## src/rtl/timer_pkg.sv

```systemverilog
// Shared types and constants for the MM:SS keypad entry / countdown timer.
// Define TIMER_MIN_TENS_EN to add a fourth (minute tens) digit.
package timer_pkg;

    typedef logic [3:0] bcd_t;

    typedef enum logic [1:0] {
        IDLE   = 2'd0,
        RUN    = 2'd1,
        PAUSED = 2'd2,
        DONE   = 2'd3
    } timer_state_t;

    localparam bcd_t BCD_MAX       = 4'd9;
    localparam bcd_t SEC_TENS_WRAP = 4'd5;

`ifdef TIMER_MIN_TENS_EN
    localparam int NUM_DIGITS = 4;
`else
    localparam int NUM_DIGITS = 3;
`endif

    function automatic logic bcd_valid(input bcd_t d);
        return d <= BCD_MAX;
    endfunction

endpackage

```

## src/rtl/timer_digit_loader_if.sv

```systemverilog
// Keypad, control and display bundle between the timer and its environment.
// TIMER_MIN_TENS_EN adds the min_tens display digit.
interface timer_digit_loader_if;
    import timer_pkg::*;

    bcd_t d_in;
    logic loadn;
    logic start;
    logic pause;
    logic cancel;
    logic tick;
    bcd_t sec_ones;
    bcd_t sec_tens;
    bcd_t min_ones;
`ifdef TIMER_MIN_TENS_EN
    bcd_t min_tens;
`endif
    logic running;
    logic done;

    modport master (
        output d_in, loadn, start, pause, cancel, tick,
`ifdef TIMER_MIN_TENS_EN
        input  min_tens,
`endif
        input  sec_ones, sec_tens, min_ones, running, done
    );

    modport slave (
        input  d_in, loadn, start, pause, cancel, tick,
`ifdef TIMER_MIN_TENS_EN
        output min_tens,
`endif
        output sec_ones, sec_tens, min_ones, running, done
    );

endinterface

```

## src/rtl/timer_bcd_digit.sv

```systemverilog
// One BCD digit of the entry register: clear, shift-load, or decrement with
// wrap; borrow_out requests a decrement from the next more-significant digit.
module timer_bcd_digit
    import timer_pkg::*;
(
    input  logic clk,
    input  logic clearn,
    input  logic clr,
    input  logic load,
    input  bcd_t shift_in,
    input  logic dec_en,
    input  bcd_t wrap,
    output bcd_t digit,
    output logic borrow_out
);

    bcd_t digit_reg;

    always_ff @(posedge clk or negedge clearn) begin
        if (!clearn) begin
            digit_reg <= '0;
        end else if (clr) begin
            digit_reg <= '0;
        end else if (load) begin
            digit_reg <= shift_in;
        end else if (dec_en) begin
            digit_reg <= (digit_reg == 4'd0) ? wrap : digit_reg - 4'd1;
        end
    end

    assign digit      = digit_reg;
    assign borrow_out = dec_en && (digit_reg == 4'd0);

endmodule

```

## src/rtl/timer_digit_loader.sv

```systemverilog
// Keypad digit capture into an MM:SS BCD register and run/pause/cancel countdown.
// TIMER_MIN_TENS_EN extends the register with a minute-tens digit.
module timer_digit_loader
    import timer_pkg::*;
(
    input logic clk,
    input logic clearn,
    timer_digit_loader_if.slave bus
);

    localparam logic [1:0] S_IDLE   = IDLE;
    localparam logic [1:0] S_RUN    = RUN;
    localparam logic [1:0] S_PAUSED = PAUSED;
    localparam logic [1:0] S_DONE   = DONE;

    logic [1:0]            state_reg;
    logic [1:0]            state_next;
    logic                  loadn_reg;
    logic                  running_reg;
    logic                  done_reg;
    bcd_t                  digit_q [NUM_DIGITS];
    logic [NUM_DIGITS-1:0] borrow;
    logic                  unused_borrow;
    logic                  upper_zero;
    logic                  entry_zero;
    logic                  at_one;
    logic                  do_tick;
    logic                  do_capture;

    always_comb begin
        upper_zero = 1'b1;
        for (int i = 1; i < NUM_DIGITS; i++) begin
            if (digit_q[i] != 4'd0) upper_zero = 1'b0;
        end
    end

    // 0:01 is the only entry whose decrement lands on zero.
    assign entry_zero = upper_zero && (digit_q[0] == 4'd0);
    assign at_one     = upper_zero && (digit_q[0] == 4'd1);

    assign do_tick    = (state_reg == S_RUN) && bus.tick && !bus.cancel && !bus.pause;
    assign do_capture = (state_reg == S_IDLE) && loadn_reg && !bus.loadn
                        && bcd_valid(bus.d_in) && !bus.cancel && !bus.start;

    always_comb begin
        state_next = state_reg;
        if (bus.cancel) begin
            state_next = S_IDLE;
        end else begin
            case (state_reg)
                S_IDLE:   if (bus.start && !entry_zero) state_next = S_RUN;
                S_RUN: begin
                    if (bus.pause)             state_next = S_PAUSED;
                    else if (do_tick && at_one) state_next = S_DONE;
                end
                S_PAUSED: if (bus.start) state_next = S_RUN;
                S_DONE:   state_next = S_IDLE;
                default:  state_next = S_IDLE;
            endcase
        end
    end

    always_ff @(posedge clk or negedge clearn) begin
        if (!clearn) begin
            state_reg   <= S_IDLE;
            loadn_reg   <= 1'b1;
            running_reg <= 1'b0;
            done_reg    <= 1'b0;
        end else begin
            state_reg   <= state_next;
            loadn_reg   <= bus.loadn;
            running_reg <= (state_next == S_RUN);
            done_reg    <= (state_next == S_DONE);
        end
    end

    // Digit 0 is sec_ones; the shift chain and the borrow chain both run upward.
    genvar gi;
    generate
        for (gi = 0; gi < NUM_DIGITS; gi++) begin : g_digit
            bcd_t shift_in;
            logic dec_en;
            if (gi == 0) begin : g_lsd
                assign shift_in = bus.d_in;
                assign dec_en   = do_tick;
            end else begin : g_chain
                assign shift_in = digit_q[gi-1];
                assign dec_en   = borrow[gi-1];
            end
            timer_bcd_digit u_digit (
                .clk        (clk),
                .clearn     (clearn),
                .clr        (bus.cancel),
                .load       (do_capture),
                .shift_in   (shift_in),
                .dec_en     (dec_en),
                .wrap       ((gi == 1) ? SEC_TENS_WRAP : BCD_MAX),
                .digit      (digit_q[gi]),
                .borrow_out (borrow[gi])
            );
        end
    endgenerate

    assign unused_borrow = borrow[NUM_DIGITS-1];

    assign bus.sec_ones = digit_q[0];
    assign bus.sec_tens = digit_q[1];
    assign bus.min_ones = digit_q[2];
`ifdef TIMER_MIN_TENS_EN
    assign bus.min_tens = digit_q[3];
`endif
    assign bus.running  = running_reg;
    assign bus.done     = done_reg;

endmodule

```

## src/flat_wrapper.sv

```systemverilog
// flat-port wrapper written by rule: the top's interface ports become plain ports
module timer_digit_loader_flat import timer_pkg::*;
  (clk, clearn, bus_d_in, bus_loadn, bus_start, bus_pause, bus_cancel, bus_tick, bus_sec_ones, bus_sec_tens, bus_min_ones, bus_running, bus_done);
  timer_digit_loader_if bus_i ();
  input logic clk;
  input logic clearn;
  input wire logic [$bits(bus_i.d_in)-1:0] bus_d_in;
  input wire logic [$bits(bus_i.loadn)-1:0] bus_loadn;
  input wire logic [$bits(bus_i.start)-1:0] bus_start;
  input wire logic [$bits(bus_i.pause)-1:0] bus_pause;
  input wire logic [$bits(bus_i.cancel)-1:0] bus_cancel;
  input wire logic [$bits(bus_i.tick)-1:0] bus_tick;
  output wire logic [$bits(bus_i.sec_ones)-1:0] bus_sec_ones;
  output wire logic [$bits(bus_i.sec_tens)-1:0] bus_sec_tens;
  output wire logic [$bits(bus_i.min_ones)-1:0] bus_min_ones;
  output wire logic [$bits(bus_i.running)-1:0] bus_running;
  output wire logic [$bits(bus_i.done)-1:0] bus_done;
  assign bus_i.d_in = bus_d_in;
  assign bus_i.loadn = bus_loadn;
  assign bus_i.start = bus_start;
  assign bus_i.pause = bus_pause;
  assign bus_i.cancel = bus_cancel;
  assign bus_i.tick = bus_tick;
  assign bus_sec_ones = bus_i.sec_ones;
  assign bus_sec_tens = bus_i.sec_tens;
  assign bus_min_ones = bus_i.min_ones;
  assign bus_running = bus_i.running;
  assign bus_done = bus_i.done;
  timer_digit_loader u_core (.clk(clk), .clearn(clearn), .bus(bus_i));
endmodule
```

## config.mk

```make
export PLATFORM = sky130hd
export DESIGN_NAME = timer_digit_loader_flat
export DESIGN_NICKNAME = d
export VERILOG_FILES = /design/src/rtl/timer_pkg.sv /design/src/rtl/timer_digit_loader_if.sv /design/src/rtl/timer_bcd_digit.sv /design/src/rtl/timer_digit_loader.sv /design/src/flat_wrapper.sv
export SDC_FILE = /design/constraint.sdc
export NUM_CORES = 1
export LEC_CHECK = 0
export ABC_AREA = 1
export BUFFER_PORTS_ARGS = -buffer_cell sky130_fd_sc_hd__buf_2
export CORE_ASPECT_RATIO = 0.9
export CORE_MARGIN = 1
export CORE_UTILIZATION = 47
export CTS_BUF_LIST = sky130_fd_sc_hd__clkbuf_8 sky130_fd_sc_hd__clkbuf_16
export CTS_CLUSTER_SIZE = 24
export DETAILED_ROUTE_END_ITERATION = 12
export PLACE_DENSITY = 0.75
export SLEW_MARGIN = 10
export SYNTH_ARGS = -nofsm -noshare
export SYNTH_HDL_FRONTEND = slang
export SYNTH_SLANG_ARGS = --single-unit
```

## constraint.sdc

```tcl
create_clock -name clk -period 1.22 [get_ports clk]
set_input_delay 0 -clock clk [delete_from_list [all_inputs] [get_ports clk]]
set_output_delay 0 -clock clk [all_outputs]
set_load 0.03 [all_outputs]
```

== After elaboration in Yosys (flattened, before gate mapping) ==
Index checks and enable logic that the tools add are counted.

* Equality and inequality tests: 6
* Shift-type cells: 0
* Add/sub/neg operators: 3
* Div/mod/pow operators: 0
* Multipliers: 0
* Reduce and logical (&&, ||, !) cells: 28
* Multiplexer cells: 20
* Order comparisons: 1
* Bitwise gates (word level): 0

{| class="wikitable"
|+ Operators with widths
! operator !! number
|-
| $mux W4 || 12
|-
| $logic_and A1 B1 Y1 || 14
|-
| $logic_not A4 Y1 || 3
|-
| $sub A4 B1 Y4 const B || 3
|-
| $mux W2 || 5
|-
| $reduce_bool A3 Y1 || 3
|-
| $pmux W2 S4 || 1
|-
| $reduce_bool A4 Y1 || 2
|-
| $eq A2 B2 Y1 const B || 3
|-
| $logic_not A1 Y1 || 5
|-
| $eq A2 B1 Y1 const B || 2
|-
| $eq A4 B1 Y1 const B || 1
|-
| $le A4 B4 Y1 const B || 1
|-
| $logic_not A2 Y1 || 1
|-
| $mux W1 || 2
|}

* Input port bits: 11
* Memory bits (read-only): 0
* Bits in latches: 0
* Memories: 0
* Bits in writable memories: 0
* Output and inout port bits: 14
* Flip-flop bits (word level): 17

== Logic depth before layout (Yosys ltp) ==
* Word-level depth: 10
* Mapped depth: 10

== Modules after synthesis ==
Synthesis repeated with hierarchy kept, for this count alone.

* Cells, all modules: 207
* Area, all modules: 1413.9 um^2

{| class="wikitable"
|+ By module, submodules not included
! module !! area an instance (um^2) !! cells an instance !! times used !! seq. area each (um^2)
|-
| timer_bcd_digit || 366.6 || 54 || 3 || 100.1
|-
| timer_digit_loader || 314.1 || 45 || 1 || 126.4
|}

== Worst setup path after synthesis ==
No wires, ideal clock.

* Path type: reg2reg
* Start: reg u_core.g_digit[0].u_digit.digit_reg[0]
* End: reg u_core.g_digit[2].u_digit.digit_reg[3]
* Required time: 1.155 ns
* Path buffers: 0
* Setup time: 0.065 ns
* Stages on the path, launching flop included: 8
* Clock period less this slack: 1.424 ns
* Path slack: -0.204 ns
* Arrival: 1.359 ns
* Path through: dfrtp_1 inv_1 nand2_1 nor2_4 nand3_1 a21oi_1 nand2_1 nand2_1

* Cells in the longest elaborated chain, start to end: 4

{| class="wikitable"
|+ RTL lines
! what !! line !! RTL
|-
| from (decl) || timer_bcd_digit.sv:17 || <nowiki>bcd_t digit_reg;</nowiki>
|-
| from (signal assigned) || timer_bcd_digit.sv:25 || <nowiki>digit_reg <= shift_in;</nowiki>
|-
| from (signal assigned) || timer_bcd_digit.sv:27 || <nowiki>digit_reg <= (digit_reg == 4'd0) ? wrap : digit_reg - 4'd1;</nowiki>
|-
| $logic_not A4 Y1 || timer_bcd_digit.sv:32 || <nowiki>assign borrow_out = dec_en && (digit_reg == 4'd0);</nowiki>
|-
| $logic_and A1 B1 Y1 (2 in series) || timer_bcd_digit.sv:32 ||
|-
| $reduce_bool A3 Y1 (no line) || -- ||
|-
| to (signal assigned) || timer_bcd_digit.sv:25 ||
|-
| to (signal assigned) || timer_bcd_digit.sv:27 ||
|-
| to (decl) || timer_bcd_digit.sv:17 ||
|}

Every way passes these cells.
A chain may end at the register's enable or synchronous reset.

== Final worst setup path ==
* Start: reg u_core.loadn_reg
* End: reg u_core.g_digit[2].u_digit.digit_reg[1]

* Cells in the longest elaborated chain, start to end: 7

{| class="wikitable"
|+ RTL lines
! what !! line !! RTL
|-
| from (decl) || timer_digit_loader.sv:18 || <nowiki>logic loadn_reg;</nowiki>
|-
| from (signal assigned) || timer_digit_loader.sv:71 || <nowiki>loadn_reg <= bus.loadn;</nowiki>
|-
| $logic_and A1 B1 Y1 (*) (2 in series) || timer_digit_loader.sv:42 || <nowiki>assign do_capture = (state_reg == S_IDLE) && loadn_reg && !bus.loadn</nowiki>
|-
| $logic_and A1 B1 Y1 (*) (3 in series) || timer_digit_loader.sv:43 || <nowiki>&& bcd_valid(bus.d_in) && !bus.cancel && !bus.start;</nowiki>
|-
| $mux W4 || timer_bcd_digit.sv:24 || <nowiki>end else if (load) begin</nowiki>
|-
| $mux W4 || timer_bcd_digit.sv:22 || <nowiki>end else if (clr) begin</nowiki>
|}

Mark *: on every way between the ends. The rest lies on a longest branch, timed or not.

==> results.txt <==
The non-filler instance count after layout came out at 258. The largest net degree at the start of global routing came out at 18. TritonCTS built the clock tree. The shortest period the worst path allows came out at around 1400 ps.

The worst-margin pin slew is 582 ps. The worst setup path endpoint is u_core.g_digit[2].u_digit.digit[1]. The power per cell area is 884 nW/um^2. Summing all placed instances gives a cell area of 1450 um^2.

The count of pins over their slew limit is 0. The flip-flop count of the largest register after layout is 12. The net count after synthesis is 185. The weighted congestion reported at the end of routability-driven placement came out at 0.898. The final design area excluding fillers is 1730 um^2.

The post-detailed-placement half-perimeter wirelength came out at 2130 um. On the critical path, the stage with the largest delay is an instance of sky130_fd_sc_hd__dfstp_2. The hold violation total from the final report came to 0. The cell area after synthesis is about 1100 um^2. In this run the worst setup path begins at u_core.loadn_reg.

Setup repair after global routing could not meet its margin everywhere. From left edge to right edge, the die measures 52.9 um. Of the post-synthesis cell area, the dominant cell type holds 0.365. Dividing the detail-routed wire length by the instance count gives between 10 and 15 um. The number of CTS-inserted buffers is 3. The number of vias per cell after detailed routing is 5.42. The synthesized netlist contains 18 unique library cells. The number of cells on the worst reg-to-reg path is 7. The remaining global-route overflow came out at 0. The count of endpoints failing setup in the final report came out at 16. The share of post-route cells with drive strength above 1 is 0.476.

The worst setup path is of the reg2reg kind. The detailed-route via count is 1398. Fill cells in the final layout number 137. STA classifies the critical path endpoint as a flop. CTS placed an instance of sky130_fd_sc_hd__clkbuf_8 at the clock tree root. The DRC violations left is 0. In the post-synthesis netlist, the biggest area contributors are sky130_fd_sc_hd__dfrtp_1 36%, sky130_fd_sc_hd__nand2_1 27%, sky130_fd_sc_hd__inv_1 7.5%. The number of enable flip-flop cells after synthesis is 0. Derived from the worst setup path, the maximum achievable clock frequency is about 0.71 GHz.

The period utilization came out at 1.16. The area growth from synthesis to layout is 57.9%. The instance count of the mapped netlist is 174. Walking the worst path, the cells encountered are nand2_4 -> nor2_4 -> nand3_4 -> buf_6 -> a21oi_4 -> nand2_1 -> nand2_1.

After synthesis, the mean cell area works out to around 6.3 um^2. The floorplan core area came out at approximately 2200 um^2. The required arrival time at the worst endpoint came out at 1410 ps. The antenna cell count is 0.

The run finished, with violations left. The total global-route track usage is 0.267. The longest individual stage delay on the worst path is 540 ps. The number of antenna violations at the first check in global routing is 0. The relative max-transition margin is 0.608. The number of global-route vias before repair is roughly 1.1k. The number of flip-flops and latches in the synthesized netlist is 17. Data arrives at the worst endpoint at around 1600 ps. The number of buffers and inverters on the critical path is 1. The vertical die dimension is 47.8 um. The endpoint identified for the worst register-to-register timing path is u_core.g_digit[2].u_digit.digit[1]. The number of top-level pins is 25. The total of buffers placed on input and output ports is 24. After clock tree synthesis, the clock-pin slew on the worst setup and hold paths is about 60 ps. The checks that failed: setup timing.

Clock latency on the worst-skew pair, taken at its later pin, is between 200 and 300 ps. Of the synthesized area, sequential elements account for 0.389. The effective utilization at floorplan came out at 0.503. The wire length of the first global-routing pass is 4820 um.

The reg-to-reg setup timing slack is -200 ps. The worst vdd rail ir drop is 0.000976 V. The number of cells on the critical path is 7. The commonest cells after synthesis are 78 x sky130_fd_sc_hd__nand2_1, 22 x sky130_fd_sc_hd__inv_1, 16 x sky130_fd_sc_hd__dfrtp_1, 16 x sky130_fd_sc_hd__nor2_1, 13 x sky130_fd_sc_hd__o21ai_0. The die covers 2530 um^2. The aggregate routed wire length is 3660 um. The count of warnings emitted by yosys came out at 0. The minimum setup slack in the final design is -196 ps. The first-iteration detailed-routing DRC count came out at 44. The maximum fanout along the worst path is 7. The residual antenna-violating net count after detailed routing came out at 0. The longest clock path from root to sink contains 2 buffers. The worst clock skew on the final layout came out at 2.26 ps. In this design, the largest share of critical-path delay is due to flip-flops.

For this design the static power due to leakage is 0.920 nW. In this design, the critical path's most frequently occurring cell is sky130_fd_sc_hd__nand2_1. The worst register-to-register path begins at u_core.loadn_reg. In this run, placement finished with an instance count of 247.

The proportion of register bits with asynchronous set or reset after synthesis is 1.00. In the synthesized netlist the dominant register cell turns out to be sky130_fd_sc_hd__dfrtp_1. Summed over all instances, the cell type with the most area after synthesis is sky130_fd_sc_hd__dfrtp_1. STA classifies the critical path startpoint as a flop. The path class of the tightest hold or removal check is in2reg. The startpoint of the lowest-slack hold path is bus_d_in[3]. After floorplanning, the core was divided into 16 placement rows. The deepest level of the CTS H-tree is 1. The CTS sink count is 17. The tool flagged a number of max-cap violations equal to 0.

The total iterations of the first detailed-routing run came out at 4. The number of nets in the layout is 243. Among all cell types in the netlist, the one instantiated most often is sky130_fd_sc_hd__nand2_1.
## kinds of logic after synthesis
group           share of synthesized area
compound gates                     0.0981
buf+inv                            0.0924
flops                               0.389
simple gates                        0.421
## cell usage in the layout (no fill, tap or decap), types with 6 or more instances in the layout
cell type,instances
sky130_fd_sc_hd__nand2_1,66
sky130_fd_sc_hd__buf_6,6
sky130_fd_sc_hd__nor2_1,10
sky130_fd_sc_hd__dfrtp_2,9
sky130_fd_sc_hd__o21ai_0,8
sky130_fd_sc_hd__dfrtp_1,7
sky130_fd_sc_hd__nand2_2,11
sky130_fd_sc_hd__inv_2,7
sky130_fd_sc_hd__inv_1,16
sky130_fd_sc_hd__nor2_4,9
sky130_fd_sc_hd__buf_2,25
sky130_fd_sc_hd__buf_4,22
## stage by stage
| stage | utilization | setup TNS (ps) | worst slack, ps | hold WS (ps) | total power, mW |
|---|---|---|---|---|---|
| 3_3_place_gp | 0.663 | -1530 | -144 | -66.0 | 0.963 |
| 6_report | 0.794 | -2220 | -196 | 69.3 | 1.53 |
| 4_1_cts | 0.754 | -1260 | -131 | 50.4 | 1.44 |
| 3_5_place_dp | 0.663 | -2120 | -196 | -58.8 | 0.973 |
| 2_1_floorplan | - | -743 | -80.8 | -296 | 0.842 |
| 5_1_grt | 0.794 | -2910 | -253 | 89.6 | 1.61 |
## what timing repair did
item,in CTS,in global routing
buffers inserted,1,3
gates resized for setup,30,22
hold buffers,2,0
setup endpoints to repair,15,16
pin swaps,6,16
endpoints found under the hold margin,18,0
cloned,1,0
## layer usage
layer	routed length [um]	track usage
met5	0	0
met4	179	0.0842
met3	303	0.0413
met2	1790	0.496
met1	1390	0.321
## worst register-to-register path: stages, from the launching register on
cell and delay (ps):
sky130_fd_sc_hd__dfstp_2 540, sky130_fd_sc_hd__nand2_4 70, sky130_fd_sc_hd__nor2_4 110, sky130_fd_sc_hd__nand3_4 130
sky130_fd_sc_hd__buf_6 190, sky130_fd_sc_hd__a21oi_4 160, sky130_fd_sc_hd__nand2_1 80, sky130_fd_sc_hd__nand2_1 60
## area by class of cell
class | count | area (um^2) | share of cell area
clock inverters | 1 | 3.75 | 0.00217
flip-flops and latches | 17 | 438 | 0.253
clock buffers | 3 | 41.3 | 0.0238
multi-input cells | 132 | 749 | 0.432
inverters | 23 | 88.8 | 0.0513
repair buffers | 55 | 378 | 0.218
well taps | 27 | 33.8 | 0.0195
## where the power goes
group	leakage, nW	internal, mW	switching, mW	total (mW)
clock network	0.0269	0.224	0.191	0.415
logic	0.676	0.184	0.310	0.493
registers	0.217	0.597	0.0268	0.624
total	0.920	1.00	0.528	1.53
## worst min-delay path by stage
stage	slack (ps)	depth (start not counted)	endpoint
floorplan	-300	0	u_core.bus.done
global placement	-70	1	u_core.bus.done
detailed placement	-60	1	u_core.bus.done
CTS	50	4	u_core.state_reg[0]
global route	90	5	u_core.g_digit[0].u_digit.digit[3]
finish	70	5	u_core.g_digit[0].u_digit.digit[3]
Note: power is estimated with default switching activity, not from simulation.
